<file path="config.mk">
export PLATFORM = sky130hd
export DESIGN_NAME = jtdsp16_ctrl
export DESIGN_NICKNAME = d
export VERILOG_FILES = /design/src/rtl/jtdsp16_ctrl.sv
export SDC_FILE = /design/constraint.sdc
export NUM_CORES = 1
export LEC_CHECK = 0
export ABC_AREA = 1
export ABC_CLOCK_PERIOD_IN_PS = 4120
export BUFFER_PORTS_ARGS = -buffer_cell sky130_fd_sc_hd__buf_2
export CAP_MARGIN = 20
export CORE_ASPECT_RATIO = 0.5
export CORE_MARGIN = 5
export CORE_UTILIZATION = 35
export CTS_CLUSTER_SIZE = 20
export DETAILED_ROUTE_END_ITERATION = 8
export PLACE_DENSITY = 0.68
export SYNTH_ARGS = -nofsm -noshare
export SYNTH_HDL_FRONTEND = slang
export SYNTH_SLANG_ARGS = --single-unit
export TNS_END_PERCENT = 5
</file>
<file path="constraint.sdc">
create_clock -name clk -period 4.12 [get_ports clk]
set_input_delay 0.412 -clock clk [delete_from_list [all_inputs] [get_ports clk]]
set_output_delay 0.412 -clock clk [all_outputs]
set_load 0.02 [all_outputs]
</file>
<file path="src/rtl/jtdsp16_ctrl.sv">
// JTDSP16 program sequencer and instruction decoder.
// Fetches from a combinational program ROM and drives the data arithmetic unit strobes.
module jtdsp16_ctrl #(
  parameter int unsigned AW = 12
) (
  input  logic          clk,
  input  logic          rst,
  input  logic          cen,
  output logic [AW-1:0] rom_addr,
  input  logic [15:0]   rom_dout,
  input  logic          con_result,
  output logic          dec_en,
  output logic          con_en,
  output logic [4:0]    t_field,
  output logic [5:0]    op_fields,
  output logic [2:0]    r_field,
  output logic          ram_load,
  output logic          imm_load,
  output logic          rmux_load,
  output logic          alu_sel,
  output logic          st_a0h,
  output logic          st_a1h,
  output logic [15:0]   long_imm
);

  localparam logic [4:0] TGoto0 = 5'h00;
  localparam logic [4:0] TGoto1 = 5'h01;
  localparam logic [4:0] TCall0 = 5'h10;
  localparam logic [4:0] TCall1 = 5'h11;
  localparam logic [4:0] TRet   = 5'h18;
  localparam logic [4:0] TF1    = 5'h06;
  localparam logic [4:0] TF1Ram = 5'h07;
  localparam logic [4:0] TRRam  = 5'h0C;
  localparam logic [4:0] TRmux  = 5'h0B;
  localparam logic [4:0] TRImm  = 5'h0A;
  localparam logic [4:0] TSkip  = 5'h1A;
  localparam logic [4:0] TDo    = 5'h0E;

  typedef enum logic [1:0] {StExec, StImm, StRep} state_e;

  state_e        state_q, state_d;
  logic [AW-1:0] pc_q, pc_d, pr_q, pr_d;
  logic [6:0]    rep_q, rep_d;
  logic [2:0]    r_lat_q, r_lat_d;

  logic [4:0]    t;
  logic [AW-1:0] ja, pc_inc;
  logic [6:0]    k;
  logic          flow;

  assign t        = rom_dout[15:11];
  assign ja       = AW'(rom_dout[11:0]);
  assign k        = rom_dout[6:0];
  assign pc_inc   = pc_q + AW'(1);
  assign rom_addr = pc_q;

  always_ff @(posedge clk or posedge rst) begin
    if (rst) begin
      state_q <= StExec;
      pc_q    <= '0;
      pr_q    <= '0;
      rep_q   <= '0;
      r_lat_q <= '0;
    end else if (cen) begin
      state_q <= state_d;
      pc_q    <= pc_d;
      pr_q    <= pr_d;
      rep_q   <= rep_d;
      r_lat_q <= r_lat_d;
    end
  end

  always_comb begin
    state_d = state_q;
    pc_d    = pc_inc;
    pr_d    = pr_q;
    rep_d   = rep_q;
    r_lat_d = r_lat_q;
    flow    = 1'b0;
    if (state_q == StImm) begin
      state_d = StExec;
    end else begin
      case (t)
        TGoto0, TGoto1: begin
          pc_d = ja;
          flow = 1'b1;
        end
        TCall0, TCall1: begin
          pr_d = pc_inc;
          pc_d = ja;
          flow = 1'b1;
        end
        TRet: begin
          pc_d = pr_q;
          flow = 1'b1;
        end
        TSkip: begin
          pc_d = con_result ? pc_inc : pc_q + AW'(2);
          flow = 1'b1;
        end
        TDo: begin
          flow = 1'b1;
          if (state_q == StExec && k != 7'd0) begin
            rep_d   = k;
            state_d = StRep;
          end
        end
        TRImm: begin
          r_lat_d = rom_dout[6:4];
          state_d = StImm;
          flow    = 1'b1;
        end
        default: ;
      endcase
      // Inside a repeat, flow or two-word opcodes run once and end the loop.
      if (state_q == StRep) begin
        if (flow) begin
          rep_d = '0;
          if (t != TRImm) state_d = StExec;
        end else if (rep_q > 7'd1) begin
          rep_d = rep_q - 7'd1;
          pc_d  = pc_q;
        end else begin
          rep_d   = '0;
          state_d = StExec;
        end
      end
    end
  end

  always_comb begin
    dec_en    = 1'b0;
    con_en    = 1'b0;
    ram_load  = 1'b0;
    imm_load  = 1'b0;
    rmux_load = 1'b0;
    alu_sel   = 1'b0;
    st_a0h    = 1'b0;
    st_a1h    = 1'b0;
    if (state_q == StImm) begin
      t_field   = '0;
      op_fields = '0;
      r_field   = r_lat_q;
      long_imm  = rom_dout;
    end else begin
      t_field   = t;
      op_fields = rom_dout[10:5];
      r_field   = rom_dout[6:4];
      long_imm  = '0;
    end
    if (cen && !rst) begin
      if (state_q == StImm) begin
        imm_load = 1'b1;
      end else begin
        case (t)
          TF1:    dec_en = 1'b1;
          TF1Ram: begin
            dec_en  = 1'b1;
            alu_sel = 1'b1;
          end
          TRRam:  ram_load = 1'b1;
          TRmux:  begin
            rmux_load = 1'b1;
            st_a0h    = ~rom_dout[10];
            st_a1h    = rom_dout[10];
          end
          TSkip:  con_en = 1'b1;
          default: ;
        endcase
      end
    end
  end

endmodule

</file>
Word level (Yosys, flattened, before mapping)
Cells that the tools add are included.

Bits in registers: 36. Bits of input ports: 20. Output and inout port bits: 50. Logic and storage cells: 89.

$add $sub $neg: 3. $lt $le $gt $ge: 1. Equal/unequal tests: 15. Mux-type cells: 47. Bitwise gates (word level): 2. Reductions and logical operators: 16.

Operators with widths (count): 2-to-1 mux 12 bit (5); case mux 12 bit (3 select lines) (1); 2-to-1 mux 7 bit (5); 2-to-1 mux 1 bit (25); == test 5 x 4 -> 1 bit, second input constant (4); == test 5 bit, second input constant (4); 2-to-1 mux 16 bit (1); adder 12 x 1 -> 12 bit, second input constant (1); adder 12 x 2 -> 12 bit, second input constant (1); 2-to-1 mux 2 bit (6); == test 5 x 3 -> 1 bit, second input constant (2); OR reduction 8 bit (1); > comparator 7 x 1 -> 1 bit, second input constant (1); nonzero test 7 bit (1); subtractor 7 x 1 -> 7 bit, second input constant (1); 2-to-1 mux 6 bit (1); AND reduction 3 bit (2); == test 5 x 1 -> 1 bit, second input constant (1); zero test 5 bit (1); 2-to-1 mux 5 bit (1); != test 5 x 4 -> 1 bit, second input constant (1); != test 4 x 3 -> 1 bit, second input constant (1); case mux 2 bit (2 select lines) (1); AND reduction 4 bit (1); other kinds (11) (15).

Logic depth before layout (Yosys ltp)
Gate-level depths: netlist (run 1).

Word-level depth: 8. Gate-level depth with buffers: 10.

Worst setup path before layout (run 1)
Ideal clock, no wire load.

Path kind: register -> output. Start: register state_q[0]. End: output port st_a0h. Arrival time: 1729 ps. Path slack: 1979 ps. Stages on the path, launching flop included: 7. Buffers on the path: 1. Cell sequence: dfrtp_1 -> inv_1 -> nor2_4 -> clkbuf_1 -> nor3_1 -> inv_1 -> nor2_1.

Cells in the longest elaborated chain, start to end: 3.

Ends and longest elaborated chain: from (decl) (RTL line 41) `state_e state_q, state_d;`; from (signal assigned) (RTL line 59) `state_q <= StExec;`; from (signal assigned) (RTL line 65) `state_q <= state_d;`; == test 2 x 1 -> 1 bit (RTL line 152) `if (state_q == StImm) begin`; 2-to-1 mux 1 bit (RTL line 152); 2-to-1 mux 1 bit (RTL line 151) `if (cen && !rst) begin`; to (decl) (RTL line 21) `output logic st_a0h,`.

No other way between the ends.

Worst setup path after layout (run 1)
Start: register state_q[1]. End: output port ram_load.

Cells in the longest elaborated chain, start to end: 3.

Ends and longest elaborated chain: == test 2 x 1 -> 1 bit (RTL line 152); 2-to-1 mux 1 bit (RTL line 152); 2-to-1 mux 1 bit (RTL line 151); to (decl) (RTL line 17) `output logic ram_load,`.

No other way between the ends.

==> impl_metrics.ini, run 1 <==
[routing]
antenna_viol_nets_final = 0
wl_per_cell_um = 13.4
routed-via-count = 3180
wirelength_um = 8670
first_pass_iters = 5
route.detailed.vias_per_inst = 4.92
route.detailed.drc = 0
initialDrtViolationCount = 359

[clocking]
clock_tree_from_tritoncts = built
cts.sinks = 36
clk_pin_slew_ns = 0.06
clock_latency_ns = 0.28
setup_bufs_post_cts = 0
post_cts.resized_instances = 0
clock_path_buffers = 2
ctsHtreeMaxLevel = 2
holdBufCountCts = 0
clk_root_buffer_cell = clkbuf_16
number_of_cts_inserted_buffers = 5

[synth]
top_area_cell_type_share_of_the_netlist_area_pct = 29.8
synth.largest_area_cell = dfrtp_1
syn-instance-count = 467
synth_cell_type_count = 36
synth_nets = 491
post_synth_instance_area_um2 = 3020
netlist_top_cells_area = dfrtp_1, nand2_1, nor2_1, nand3_1, inv_1
avgSynthCellArea_um2 = 6.47
flop_and_latch_count_out_of_synthesis = 36
sequential_fraction_of_the_synthesis_area_pct = 29.8
synth-warning-count = 0

[final_layout]
area_growth_syn_to_layout_pct = 18.7
final_net_count = 558
fillerInstances = 877
post-route-util_pct = 43.7
antenna_cells = 0
fin_cells = 646
post_layout_inst_area_um2 = 3590
drive_gt1_share_pct = 24.3

[sta]
hold_viol = 0
post_route_minimum_period_ns = 2.43
setup_repair_after_global_routing_missed_its_margin = false
clock_skew_ns = 0.00650
final-setup-viol-count = 0
layout_worst_path_cycle_share_pct = 59.0
max_slew.worst_pin.slew_ns = 0.779
fin_setup_tns_ns = 0
final-max-slew-violation-count = 0
achievable-frequency_mhz = 411
timing.max_slew.rel_slack_pct = 47.9

[worst_setup_path]
worstReg2RegStart = state_q[1]$_DFFE_PP0P_
r2r_cells = 7
critPathMaxFanout = 23
r2r_slack_ns = 1.89
critical_path.reg2reg.endpoint = rom_addr[3]$_DFFE_PP0P_
cp_data_arrival_time_ns = 2.02
timing.setup.critical_path_class = reg -> out
cp.required_ns = 3.71
worst_setup_path_end_kind = output port
start_kind = register

[outcome]
run_status = complete, no violations

[floorplan]
fp.coreArea_um2 = 8200
fp-row-count = 23
width_of_the_die_um = 141
die_area_um2 = 10700
fp.dieH_um = 75.7
io_pins = 70
floorplan.initialDensity_pct = 36.8

[placement]
placedCellCount = 639
routabilityCongestion = 0.910
hpwlAfterDp_um = 6670
io_buffers = 69
dpl-instance-area_um2 = 3450

[hold_path]
hp-class = in -> async

[global_route]
grt_start_max_net_pins = 27
globalRouteOverflowTotal = 0
grtUsageTotal_pct = 16.6
first_pass_grt_wire_length_um = 14300
antenna_found_initial = 0
via_count_of_the_first_global_routing_pass = 2877

[power_and_ir_drop]
power.ir.vdd_worst_uv = 168
power_density_nw_per_um2 = 459
p_leak_nw = 1.86

[flow_run]
max_capacitance_violation_count = 0
[flip-flops by register name, summed over array words and instances (netlist names)]
| name | count |
|---|---|
| state_q | 2 |
| rep_q | 7 |
| rom_addr | 12 |
| r_lat_q | 3 |
| pr_q | 12 |
[cells by family after synthesis]
group / after synthesis / synth area share, %
simple gates: 294 / 46.0
buf+inv: 67 / 9.32
compound gates: 53 / 9.48
flops: 36 / 29.8
xor+xnor: 13 / 3.77
fa+ha+maj: 4 / 1.66
[cell usage after synthesis (all sizes together)]
cell	count
nand4	7
nor3	6
dfrtp	36
o31ai	1
buf	8
nand2	144
a31oi	2
nand3	42
clkbuf	2
xnor2	1
nor4	1
nor2	93
a22oi	2
o21ai	28
inv	57
ha	4
xor2	12
and2	1
a21oi	17
o21bai	3
[layer usage]
layer / vias up / global-route usage (%) / part of all wire, %
li1: 1611 / - / -
met1: 1472 / 22.2 / 47
met2: 88 / 28.8 / 48
met3: 9 / 3.07 / 4.8
met4: 0 / 3.51 / 0.88
met5: - / 0 / 0
[metrics by stage]
stage	setup WS (ns)	hold WS, ns	power (mW)
final	1.69	0.171	1.65
after global routing	1.49	0.217	1.78
after CTS	1.67	0.184	1.65
after detailed placement	1.89	0.467	1.28
after global placement	1.98	0.464	1.27
after floorplan	1.98	0.449	1.10
[report_power, final]
group / total (mW) / leakage [nW] / internal, mW / switching [mW]
logic: 0.664 / 1.34 / 0.236 / 0.428
clock network: 0.362 / 0.0667 / 0.220 / 0.143
registers: 0.620 / 0.452 / 0.475 / 0.145
total: 1.65 / 1.86 / 0.931 / 0.716
[worst max-delay path: stages (launching register included)]
cell and delay [ns]:
dfrtp_1 0.44, nor2_4 0.48, inv_1 0.44, nand3_1 0.17, nor3_1 0.06, buf_2 0.15
[layout by cell type (no fill, tap or decap), drive strengths merged]
master,netlist,layout
a21oi,17,17
a22oi,2,2
a31oi,2,2
and2,1,1
buf,8,70
clkbuf,2,6
clkinv,0,1
dfrtp,36,36
ha,4,4
inv,57,57
nand2,144,144
nand3,42,42
nand4,7,7
nor2,93,93
nor3,6,6
nor4,1,1
o21ai,28,28
o21bai,3,3
o31ai,1,1
xnor2,1,1
xor2,12,12
[worst max-delay path by stage]
stage	startpoint	end	cells past startpoint
after global routing	state_q[1]$_DFFE_PP0P_	long_imm[7]	4
after floorplan	state_q[0]$_DFFE_PP0P_	st_a0h	6
after global placement	state_q[1]$_DFFE_PP0P_	ram_load	5
after CTS	state_q[1]$_DFFE_PP0P_	ram_load	5
after detailed placement	state_q[1]$_DFFE_PP0P_	rom_addr[3]$_DFFE_PP0P_	7
final	state_q[1]$_DFFE_PP0P_	ram_load	5
[cell type report]
class / count / area, um^2 / share of cell area (%)
Multi-Input combinational cell: 364 / 1840 / 51.3
Sequential cell: 36 / 901 / 25.1
Timing Repair Buffer: 70 / 353 / 9.84
Inverter: 57 / 219 / 6.11
Tap cell: 112 / 140 / 3.91
Clock buffer: 6 / 129 / 3.59
Clock inverter: 1 / 5.00 / 0.140
No activity file was read; power rests on OpenSTA's default activity.
==> run 2, diff against run 1 <==
--- a/config.mk
+++ b/config.mk
@@ -6,7 +6,7 @@
 export NUM_CORES = 1
 export LEC_CHECK = 0
 export ABC_AREA = 1
-export ABC_CLOCK_PERIOD_IN_PS = 4120
+export ABC_CLOCK_PERIOD_IN_PS = 2400
 export BUFFER_PORTS_ARGS = -buffer_cell sky130_fd_sc_hd__buf_2
 export CAP_MARGIN = 20
 export CORE_ASPECT_RATIO = 0.5
==> constraint.sdc (replaced) <==
create_clock -name clk -period 2.4 [get_ports clk]
set_input_delay 0.24 -clock clk [delete_from_list [all_inputs] [get_ports clk]]
set_output_delay 0.24 -clock clk [all_outputs]
set_load 0.02 [all_outputs]
==> run 2 against run 1 <==
Net effect:
- sequential share of layout area down 0.41 points
- register-to-register slack worse by 1.3 ns
- non-clock buffer count increased by 5
- critical path type is now in -> out
- sequential power grew 73%
- routed wire length is 3.0% higher
- total power grew 78%
- combinational power rose by 73%
- cell count increased by 0.77%
==> impl_metrics.ini, run 2 (synthesized netlist as in run 1, its figures left out) <==
[outcome]
run_status = complete, no violations

[global_route]
first_pass_grt_wire_length_um = 14800
grt_start_max_net_pins = 34
antenna_found_initial = 0
grtUsageTotal_pct = 17.1
via_count_of_the_first_global_routing_pass = 3046
globalRouteOverflowTotal = 0

[sta]
final-max-slew-violation-count = 0
achievable-frequency_mhz = 483
timing.max_slew.rel_slack_pct = 55.7
layout_worst_path_cycle_share_pct = 86.3
fin_setup_tns_ns = 0
post_route_minimum_period_ns = 2.07
hold_viol = 0
setup_repair_after_global_routing_missed_its_margin = false
max_slew.worst_pin.slew_ns = 0.664
clock_skew_ns = 0.00385
final-setup-viol-count = 0
final_critical_path_setup_slack_ns = 0.328

[worst_setup_path]
critical-path-slowest-cell = dlygate4sd3_1
timing.setup.critical_path_class = in -> out
start_kind = input port
worstPathCellList = dlygate4sd3_1 > buf_2 > nor2_1 > nand3_1 > nor3_1 > inv_1 > nor2_1 > buf_2
cp_slowest_stage_delay_ns = 0.53
cp.required_ns = 2.16
critPathMaxFanout = 3
cp_data_arrival_time_ns = 1.83
worst_setup_path_end_kind = output port

[routing]
initialDrtViolationCount = 292
routed-via-count = 3221
first_pass_iters = 5
route.detailed.vias_per_inst = 4.95
wl_per_cell_um = 13.7
antenna_viol_nets_final = 0
wirelength_um = 8930
route.detailed.drc = 0

[floorplan]
fp.dieH_um = 75.7
fp.coreArea_um2 = 8200
io_pins = 70
width_of_the_die_um = 141
die_area_um2 = 10700
floorplan.initialDensity_pct = 36.8
fp-row-count = 23

[final_layout]
final_net_count = 563
antenna_cells = 0
post-route-util_pct = 44.4
mostFrequentLayoutCell = nand2_1
drive_gt1_share_pct = 25.0
layout.cells.most_common_list = nand2_1, nor2_1, buf_2, inv_1, nand3_1
fillerInstances = 874
post_layout_inst_area_um2 = 3640
area_growth_syn_to_layout_pct = 20.6

[power_and_ir_drop]
clockPowerShare_pct = 23.9
combinationalPowerShare_pct = 39.5
power.ir.vdd_worst_uv = 291
p_leak_nw = 1.89
power_switching_share_pct = 43.2
power_density_nw_per_um2 = 803
total_switching_power_mw = 1.26
seq_power_share_pct = 36.6
p_int_mw = 1.66

[placement]
dpl-instance-area_um2 = 3480
pre_cts_slack_ns = 0.647
io_buffers = 69
routabilityCongestion = 0.966
hpwlAfterDp_um = 6790

[hold_path]
hp-class = in -> reg

[clocking]
cts.sinks = 36
ctsHtreeMaxLevel = 2
clock_tree_from_tritoncts = built
clock_latency_ns = 0.29
number_of_cts_inserted_buffers = 5
clock_path_buffers = 2
post_cts.resized_instances = 0
clk_pin_slew_ns = 0.05
clk_root_buffer_cell = clkbuf_16

[flow_run]
max_capacitance_violation_count = 0
run 2: changes by cell type in the layout (fill, tap and decap cells not counted), sizes merged:
| cell | delta |
|---|---|
| buf | +4 |
| clkbuf | +1 |
| clkinv | -1 |
| dlygate4sd3 | +1 |
run 2: per-stage QoR:
step	instances	power [mW]	hold slack [ns]
2_1_floorplan	467	1.89	0.336
3_3_place_gp	643	2.20	0.131
3_5_place_dp	643	2.22	0.134
4_1_cts	651	2.92	0.269
5_1_grt	651	3.14	0.298
6_report	651	2.93	0.265
run 2: worst max-delay path: cells and delay by family:
kind,cells,cell delay (ns)
and+or+nand+nor,4,0.68
buffers and inverters,4,0.91
run 2: power by group through the flow:
stage          Combinational [mW]  Clock (mW)  Sequential [mW]
2_1_floorplan               0.815           0             1.08
3_3_place_gp                 1.14           0             1.06
3_5_place_dp                 1.14           0             1.07
4_1_cts                      1.16       0.699             1.06
5_1_grt                      1.32       0.717             1.10
6_report                     1.15       0.700             1.07
run 2: what timing repair did:
| action | in CTS | in global routing |
|---|---|---|
| setup buffers | 0 | 0 |
| hold buffers | 1 | 0 |
| hold endpoints to repair | 3 | 0 |
| endpoints found under the setup margin | 0 | 0 |
run 2: area by class of cell:
cell class / count / area (um^2) / share of cell area [%]
sequential: 36 / 901 / 24.7
tap: 112 / 140 / 3.84
timing repair buffer: 75 / 393 / 10.8
clock buffer: 7 / 153 / 4.19
inverter: 57 / 219 / 6.01
multi-input combinational: 364 / 1840 / 50.5
run 2: worst paths after layout:
check | from | end | slack, ns | depth (start not counted)
min in group asynchronous | rst | r_lat_q[0]$_DFFE_PP0P_ | 0.38 | 3
worst max register to register | rom_addr[2]$_DFFE_PP0P_ | rom_addr[7]$_DFFE_PP0P_ | 0.64 | 9
worst min register to register | r_lat_q[0]$_DFFE_PP0P_ | r_lat_q[0]$_DFFE_PP0P_ | 0.48 | 2
worst min-delay path | cen | state_q[1]$_DFFE_PP0P_ | 0.26 | 2
max in group asynchronous | rst | pr_q[4]$_DFFE_PP0P_ | 1.36 | 4
worst max-delay path | rst | st_a0h | 0.33 | 8
run 2: per-layer routing:
metal	vias to the layer above	track usage, %	wire, um
met2	117	29.4	4170
met1	1465	22.6	4030
met4	0	5.64	125
met5	-	0	0
met3	17	2.76	602
li1	1622	-	-
